**config.mk**
```make
export PLATFORM = sky130hd
export DESIGN_NAME = regex_cpu_memory_arbiter_flat
export DESIGN_NICKNAME = d
export VERILOG_FILES = /design/src/rtl/regex_cpu_memory_arbiter_if.sv /design/src/rtl/regex_cpu_memory_arbiter.sv /design/src/flat_wrapper.sv
export SDC_FILE = /design/constraint.sdc
export NUM_CORES = 1
export LEC_CHECK = 0
export ABC_AREA = 1
export BUFFER_PORTS_ARGS = -buffer_cell sky130_fd_sc_hd__buf_2
export CAP_MARGIN = 10
export CORE_MARGIN = 10
export CORE_UTILIZATION = 40
export CTS_CLUSTER_DIAMETER = 120
export DETAILED_ROUTE_END_ITERATION = 12
export PLACE_DENSITY = 0.69
export SLEW_MARGIN = 5
export SYNTH_ARGS = -nofsm -noshare
export SYNTH_HDL_FRONTEND = slang
export SYNTH_SLANG_ARGS = --single-unit
```
**constraint.sdc**
```tcl
create_clock -name clk -period 3 [get_ports clk]
set_input_delay 0.3 -clock clk [delete_from_list [all_inputs] [get_ports clk]]
set_output_delay 0.3 -clock clk [all_outputs]
set_load 0.01 [all_outputs]
```
**src/rtl/regex_cpu_memory_arbiter_if.sv**
```systemverilog
// Bundle of the per-CPU fetch ports, the host program-load port and the BRAM port
// seen by the regex_cpu instruction memory arbiter.
interface regex_cpu_memory_arbiter_if #(
  parameter int NUM_CPUS          = 4,
  parameter int MEMORY_WIDTH      = 16,
  parameter int MEMORY_ADDR_WIDTH = 11
);
  logic [NUM_CPUS-1:0]                   cpu_memory_valid;
  logic [NUM_CPUS*MEMORY_ADDR_WIDTH-1:0] cpu_memory_addr;
  logic [NUM_CPUS-1:0]                   cpu_memory_ready;
  logic [NUM_CPUS*MEMORY_WIDTH-1:0]      cpu_memory_data;
  logic                                  host_wr_en;
  logic [MEMORY_ADDR_WIDTH-1:0]          host_wr_addr;
  logic [MEMORY_WIDTH-1:0]               host_wr_data;
  logic                                  bram_en;
  logic                                  bram_we;
  logic [MEMORY_ADDR_WIDTH-1:0]          bram_addr;
  logic [MEMORY_WIDTH-1:0]               bram_wdata;
  logic [MEMORY_WIDTH-1:0]               bram_rdata;

  modport master (
    output cpu_memory_valid, cpu_memory_addr, host_wr_en, host_wr_addr, host_wr_data, bram_rdata,
    input  cpu_memory_ready, cpu_memory_data, bram_en, bram_we, bram_addr, bram_wdata
  );

  modport slave (
    input  cpu_memory_valid, cpu_memory_addr, host_wr_en, host_wr_addr, host_wr_data, bram_rdata,
    output cpu_memory_ready, cpu_memory_data, bram_en, bram_we, bram_addr, bram_wdata
  );
endinterface

```
**src/rtl/regex_cpu_memory_arbiter.sv**
```systemverilog
// Round-robin arbiter sharing one single-port instruction BRAM between NUM_CPUS fetch ports,
// with a one-cycle lockout of the last served CPU and absolute host write priority.
module regex_cpu_memory_arbiter #(
  parameter int NUM_CPUS          = 4,
  parameter int MEMORY_WIDTH      = 16,
  parameter int MEMORY_ADDR_WIDTH = 11
) (
  input logic                     clk,
  input logic                     rst,
  regex_cpu_memory_arbiter_if.slave bus
);
  localparam int PTR_W = (NUM_CPUS > 1) ? $clog2(NUM_CPUS) : 1;
  typedef logic [PTR_W-1:0] idx_t;

  idx_t                    ptr;
  idx_t                    ret_id;
  idx_t                    grant_id;
  idx_t                    scan_id;
  logic                    grant_valid;
  logic                    ret_valid;
  logic                    post_reset;
  logic                    host_active;
  logic [NUM_CPUS-1:0]     lockout;
  logic [NUM_CPUS-1:0]     eligible;
  logic [NUM_CPUS-1:0]     grant_onehot;
  logic [MEMORY_WIDTH-1:0] held [NUM_CPUS];

  function automatic idx_t wrap_idx(input idx_t base, input int offset);
    int sum;
    sum = int'(base) + offset;
    if (sum >= NUM_CPUS) sum = sum - NUM_CPUS;
    return idx_t'(sum);
  endfunction

  assign host_active = bus.host_wr_en && !rst;
  assign eligible    = bus.cpu_memory_valid & ~lockout;

  // Grants are suppressed in the reset cycle and the cycle after it.
  always_comb begin
    grant_valid  = 1'b0;
    grant_id     = '0;
    scan_id      = '0;
    grant_onehot = '0;
    if (!rst && !post_reset && !host_active) begin
      for (int k = 0; k < NUM_CPUS; k++) begin
        scan_id = wrap_idx(ptr, k);
        if (!grant_valid && eligible[scan_id]) begin
          grant_valid = 1'b1;
          grant_id    = scan_id;
        end
      end
    end
    if (grant_valid) grant_onehot[grant_id] = 1'b1;
  end

  always_comb begin
    bus.cpu_memory_ready = grant_onehot;
    bus.bram_en          = 1'b0;
    bus.bram_we          = 1'b0;
    bus.bram_addr        = '0;
    bus.bram_wdata       = '0;
    if (host_active) begin
      bus.bram_en    = 1'b1;
      bus.bram_we    = 1'b1;
      bus.bram_addr  = bus.host_wr_addr;
      bus.bram_wdata = bus.host_wr_data;
    end else if (grant_valid) begin
      bus.bram_en   = 1'b1;
      bus.bram_addr = bus.cpu_memory_addr[int'(grant_id)*MEMORY_ADDR_WIDTH +: MEMORY_ADDR_WIDTH];
    end
  end

  // The returning slice bypasses the holding register so data appears the cycle after ready.
  always_comb begin
    bus.cpu_memory_data = '0;
    for (int i = 0; i < NUM_CPUS; i++) begin
      if (ret_valid && !rst && ret_id == idx_t'(i))
        bus.cpu_memory_data[i*MEMORY_WIDTH +: MEMORY_WIDTH] = bus.bram_rdata;
      else
        bus.cpu_memory_data[i*MEMORY_WIDTH +: MEMORY_WIDTH] = held[i];
    end
  end

  always_ff @(posedge clk) begin
    if (rst) begin
      ptr        <= '0;
      lockout    <= '0;
      ret_valid  <= 1'b0;
      ret_id     <= '0;
      post_reset <= 1'b1;
      for (int i = 0; i < NUM_CPUS; i++) held[i] <= '0;
    end else begin
      post_reset <= 1'b0;
      if (ret_valid) held[ret_id] <= bus.bram_rdata;
      if (grant_valid) begin
        ptr       <= wrap_idx(grant_id, 1);
        lockout   <= grant_onehot;
        ret_valid <= 1'b1;
        ret_id    <= grant_id;
      end else begin
        lockout   <= '0;
        ret_valid <= 1'b0;
      end
    end
  end
endmodule

```
**src/flat_wrapper.sv**
```systemverilog
// flat-port wrapper written by rule: the top's interface ports become plain ports
module regex_cpu_memory_arbiter_flat 
#(
  parameter int NUM_CPUS          = 4,
  parameter int MEMORY_WIDTH      = 16,
  parameter int MEMORY_ADDR_WIDTH = 11
)
  (clk, rst, bus_cpu_memory_valid, bus_cpu_memory_addr, bus_host_wr_en, bus_host_wr_addr, bus_host_wr_data, bus_bram_rdata, bus_cpu_memory_ready, bus_cpu_memory_data, bus_bram_en, bus_bram_we, bus_bram_addr, bus_bram_wdata);
  regex_cpu_memory_arbiter_if #(.NUM_CPUS(NUM_CPUS), .MEMORY_WIDTH(MEMORY_WIDTH), .MEMORY_ADDR_WIDTH(MEMORY_ADDR_WIDTH)) bus_i ();
  input logic clk;
  input logic rst;
  input wire logic [$bits(bus_i.cpu_memory_valid)-1:0] bus_cpu_memory_valid;
  input wire logic [$bits(bus_i.cpu_memory_addr)-1:0] bus_cpu_memory_addr;
  input wire logic [$bits(bus_i.host_wr_en)-1:0] bus_host_wr_en;
  input wire logic [$bits(bus_i.host_wr_addr)-1:0] bus_host_wr_addr;
  input wire logic [$bits(bus_i.host_wr_data)-1:0] bus_host_wr_data;
  input wire logic [$bits(bus_i.bram_rdata)-1:0] bus_bram_rdata;
  output wire logic [$bits(bus_i.cpu_memory_ready)-1:0] bus_cpu_memory_ready;
  output wire logic [$bits(bus_i.cpu_memory_data)-1:0] bus_cpu_memory_data;
  output wire logic [$bits(bus_i.bram_en)-1:0] bus_bram_en;
  output wire logic [$bits(bus_i.bram_we)-1:0] bus_bram_we;
  output wire logic [$bits(bus_i.bram_addr)-1:0] bus_bram_addr;
  output wire logic [$bits(bus_i.bram_wdata)-1:0] bus_bram_wdata;
  assign bus_i.cpu_memory_valid = bus_cpu_memory_valid;
  assign bus_i.cpu_memory_addr = bus_cpu_memory_addr;
  assign bus_i.host_wr_en = bus_host_wr_en;
  assign bus_i.host_wr_addr = bus_host_wr_addr;
  assign bus_i.host_wr_data = bus_host_wr_data;
  assign bus_i.bram_rdata = bus_bram_rdata;
  assign bus_cpu_memory_ready = bus_i.cpu_memory_ready;
  assign bus_cpu_memory_data = bus_i.cpu_memory_data;
  assign bus_bram_en = bus_i.bram_en;
  assign bus_bram_we = bus_i.bram_we;
  assign bus_bram_addr = bus_i.bram_addr;
  assign bus_bram_wdata = bus_i.bram_wdata;
  regex_cpu_memory_arbiter #(.NUM_CPUS(NUM_CPUS), .MEMORY_WIDTH(MEMORY_WIDTH), .MEMORY_ADDR_WIDTH(MEMORY_ADDR_WIDTH)) u_core (.clk(clk), .rst(rst), .bus(bus_i));
endmodule
```
==> reports/metrics.cfg <==
[outcome]
status = completed

[route]
dr.pass1.iters = 5
ant_nets = 0
detail_route.iter0.violations = 325
drcViolationCount = 0
wl_per_cell_um = 15.6
via_per_inst = 4.96
drt-total-wl_mm = 13.9
via_count = 4416

[sta]
relSlewSlack = 0.506
setup_viol = 0
worst_pin_slew_ns = 0.739
finClkSkew_ns = 0.00824
hold_violations = 0
rsz0062_at_grt = false
drv_slew = 0
fin_tns_setup_ns = 0
fmax_mhz = 364
period_needed_ns = 2.75
finalCritPeriodShare = 0.917

[final_layout]
syn2layout_area_growth_pct = 30.5
nFillCells = 999
multi_input_area_sq_mm = 0.00180
drive_gt1_frac = 0.308
diodes = 0
fin_util = 0.542
seq_area_sq_mm = 0.00212
final_nets = 847

[clocking]
clk_pin_slew_worst_paths_ns = 0.08
htreeDepth = 3
clkLatencyLatePin_ns = 0.34
clockBufferDepth = 2
cts_tree = yes
postCtsSetupRepairBufs = 0
ctsHoldBuffers = 0
numCtsBuffers = 9
clkSinkCount = 74
root_buffer = clkbuf_8

[pwr]
swShare = 0.265
p_comb_frac = 0.184
sequentialPowerShare = 0.439
intPower_w = 0.00198
power.leakage_nw = 2.98
clkPwrFrac = 0.377
power.density_mw_per_mm2 = 476
p_switching_w = 0.000712
irDropWorstVdd_mv = 0.210

[grt]
grt_max_degree = 50
overflow = 0
grt_pass1_wl_mm = 21.0
track_usage = 0.171
grt_busiest_layer = met2
antenna_found_initial = 0
grt_use_met3 = 0.0738
grt_pass1_vias = 4349
use_met1 = 0.181
grt_util_met2 = 0.302

[critical_path]
cpPeakStageDelay_ns = 0.45
crit_fanout = 14
critPathTopFamily = simple AND/OR/NAND/NOR gates
arrival_ns = 2.45
crit_required_ns = 2.70
start_kind = register
crit_buf_inv = 3
critPathSlowestCell = dfxtp_1
end_kind = primary output
critPathKind = reg -> out
path_common_cell = nand2_1
crit_chain = inv_2, nand2_1, nand2_1, nand3_2, nand2_4, nand3_4, nor2_4, nor2_8, inv_2, a21oi_4, nand2_1, nand3_1, buf_2

[floorplanning]
dieArea_sq_mm = 0.0154
ioPinCount = 191
design.core.area_sq_mm = 0.0104
rows = 37
die_h_um = 124
dieWidth_um = 124
start_util = 0.415

[place]
dp_hpwl_mm = 10.6
io_buffer_count = 190
gp_congestion = 0.837

[hold_path]
min_path_type = in -> reg

[synthesis]
yosysTopAreaCellShare = 0.444
yosys_warnings = 0
ys_seq_elements = 74
synth_most_common_cell = nand2_1
synth_area_sq_mm = 0.00432
synthCells = 571
async_reset_ff_frac = 0
ys_seq_area_frac = 0.491
synth_edf_count = 64
synthTopCellsByCount = nand2_1 (147), nor2_1 (92), inv_1 (70)
synthTopCellsByArea = edfxtp_1 (44%), nand2_1 (13%), nor2_1 (8.0%), o21ai_0 (7.5%), nand3_1 (7.2%)
synthesis.nets = 669
synth_area_leader_cell = edfxtp_1
synthFlopType = edfxtp_1
postSynthAreaPerCell_sq_um = 7.57
yosysUniqueCellTypes = 28

[run]
maxCapViolCount = 0

-- cell type report --
class / instances / area share
Sequential cell: 74 / 0.376
Multi-Input combinational cell: 392 / 0.318
Timing Repair Buffer: 197 / 0.178
Inverter: 75 / 0.0503
Tap cell: 136 / 0.0302
Clock inverter: 6 / 0.0244
Clock buffer: 10 / 0.0226
-- sequential cells by signal, summed over array words and instances (netlist names) --
register           count
u_core.held           64
u_core.lockout         4
u_core.post_reset      1
u_core.ptr             2
u_core.ret_id          2
u_core.ret_valid       1
-- placed cells by master (no fill, tap or decap), types with 3 or more instances in the layout --
cell | synthesis | routed
buf_2 | 3 | 190
buf_4 | 5 | 7
bufinv_16 | 0 | 4
clkbuf_8 | 0 | 9
dfxtp_1 | 10 | 9
edfxtp_1 | 64 | 64
ha_1 | 4 | 4
inv_1 | 70 | 70
inv_2 | 3 | 3
nand2_1 | 147 | 147
nand2_2 | 4 | 4
nand3_1 | 62 | 62
nor2_1 | 92 | 92
o21ai_0 | 65 | 65
-- kinds of logic (layout without fill, tap and decap cells) --
logic type      count (synthesis)  after routing  share of synthesized area
compound gates                 71             71                     0.0848
fa+ha+maj                       4              4                     0.0116
buf+inv                       106            288                      0.101
flops                          74             74                      0.491
simple gates                  316            317                      0.312
-- worst paths after layout --
path | from | end | slack [ns] | depth (start not counted)
setup reg to reg | u_core.ptr[1] | u_core.ptr[1] | 0.81 | 13
setup / recovery | u_core.ptr[1] | bus_bram_addr[4] | 0.25 | 13
hold reg to reg | u_core.ret_id[0] | u_core.ret_id[0] | 0.59 | 2
hold / removal | rst | u_core.post_reset | 0.16 | 1
-- metrics by stage --
step | instance area, sq um | instances | worst slack [ns] | hold WS, ns | power (W)
finish | 5640 | 890 | 0.249 | 0.162 | 0.00269
global route | 5640 | 890 | 0.0329 | 0.148 | 0.00281
CTS | 5620 | 889 | 0.0355 | 0.145 | 0.00271
detailed placement | 5350 | 873 | 0.351 | 0.518 | 0.00169
global placement | 5350 | 873 | 0.484 | 0.516 | 0.00168
floorplan | 4320 | 571 | 0.872 | 0.328 | 0.00150
-- repair_timing --
| action | 4_1_cts | 5_1_grt |
|---|---|---|
| pin swaps | 0 | 1 |
| cloned | 0 | 1 |
| gates resized for setup | 1 | 2 |
| setup endpoints to repair | 11 | 15 |
-- layer usage --
| metal | vias up | share of wire | wire length [um] |
|---|---|---|---|
| met1 | 1974 | 0.38 | 5230 |
| met5 | - | 0 | 0 |
| met3 | 19 | 0.13 | 1830 |
| met4 | 0 | 0.014 | 196 |
| met2 | 240 | 0.48 | 6590 |
| li1 | 2183 | - | - |
-- power by group through the flow --
stage,combinational (W),sequential (W),clock [W]
after detailed placement,0.000488,0.00120,0
final,0.000495,0.00118,0.00101
after global routing,0.000551,0.00119,0.00107
after floorplan,0.000299,0.00120,0
after CTS,0.000491,0.00118,0.00103
after global placement,0.000476,0.00120,0
Power figures use the tool's default switching activity.
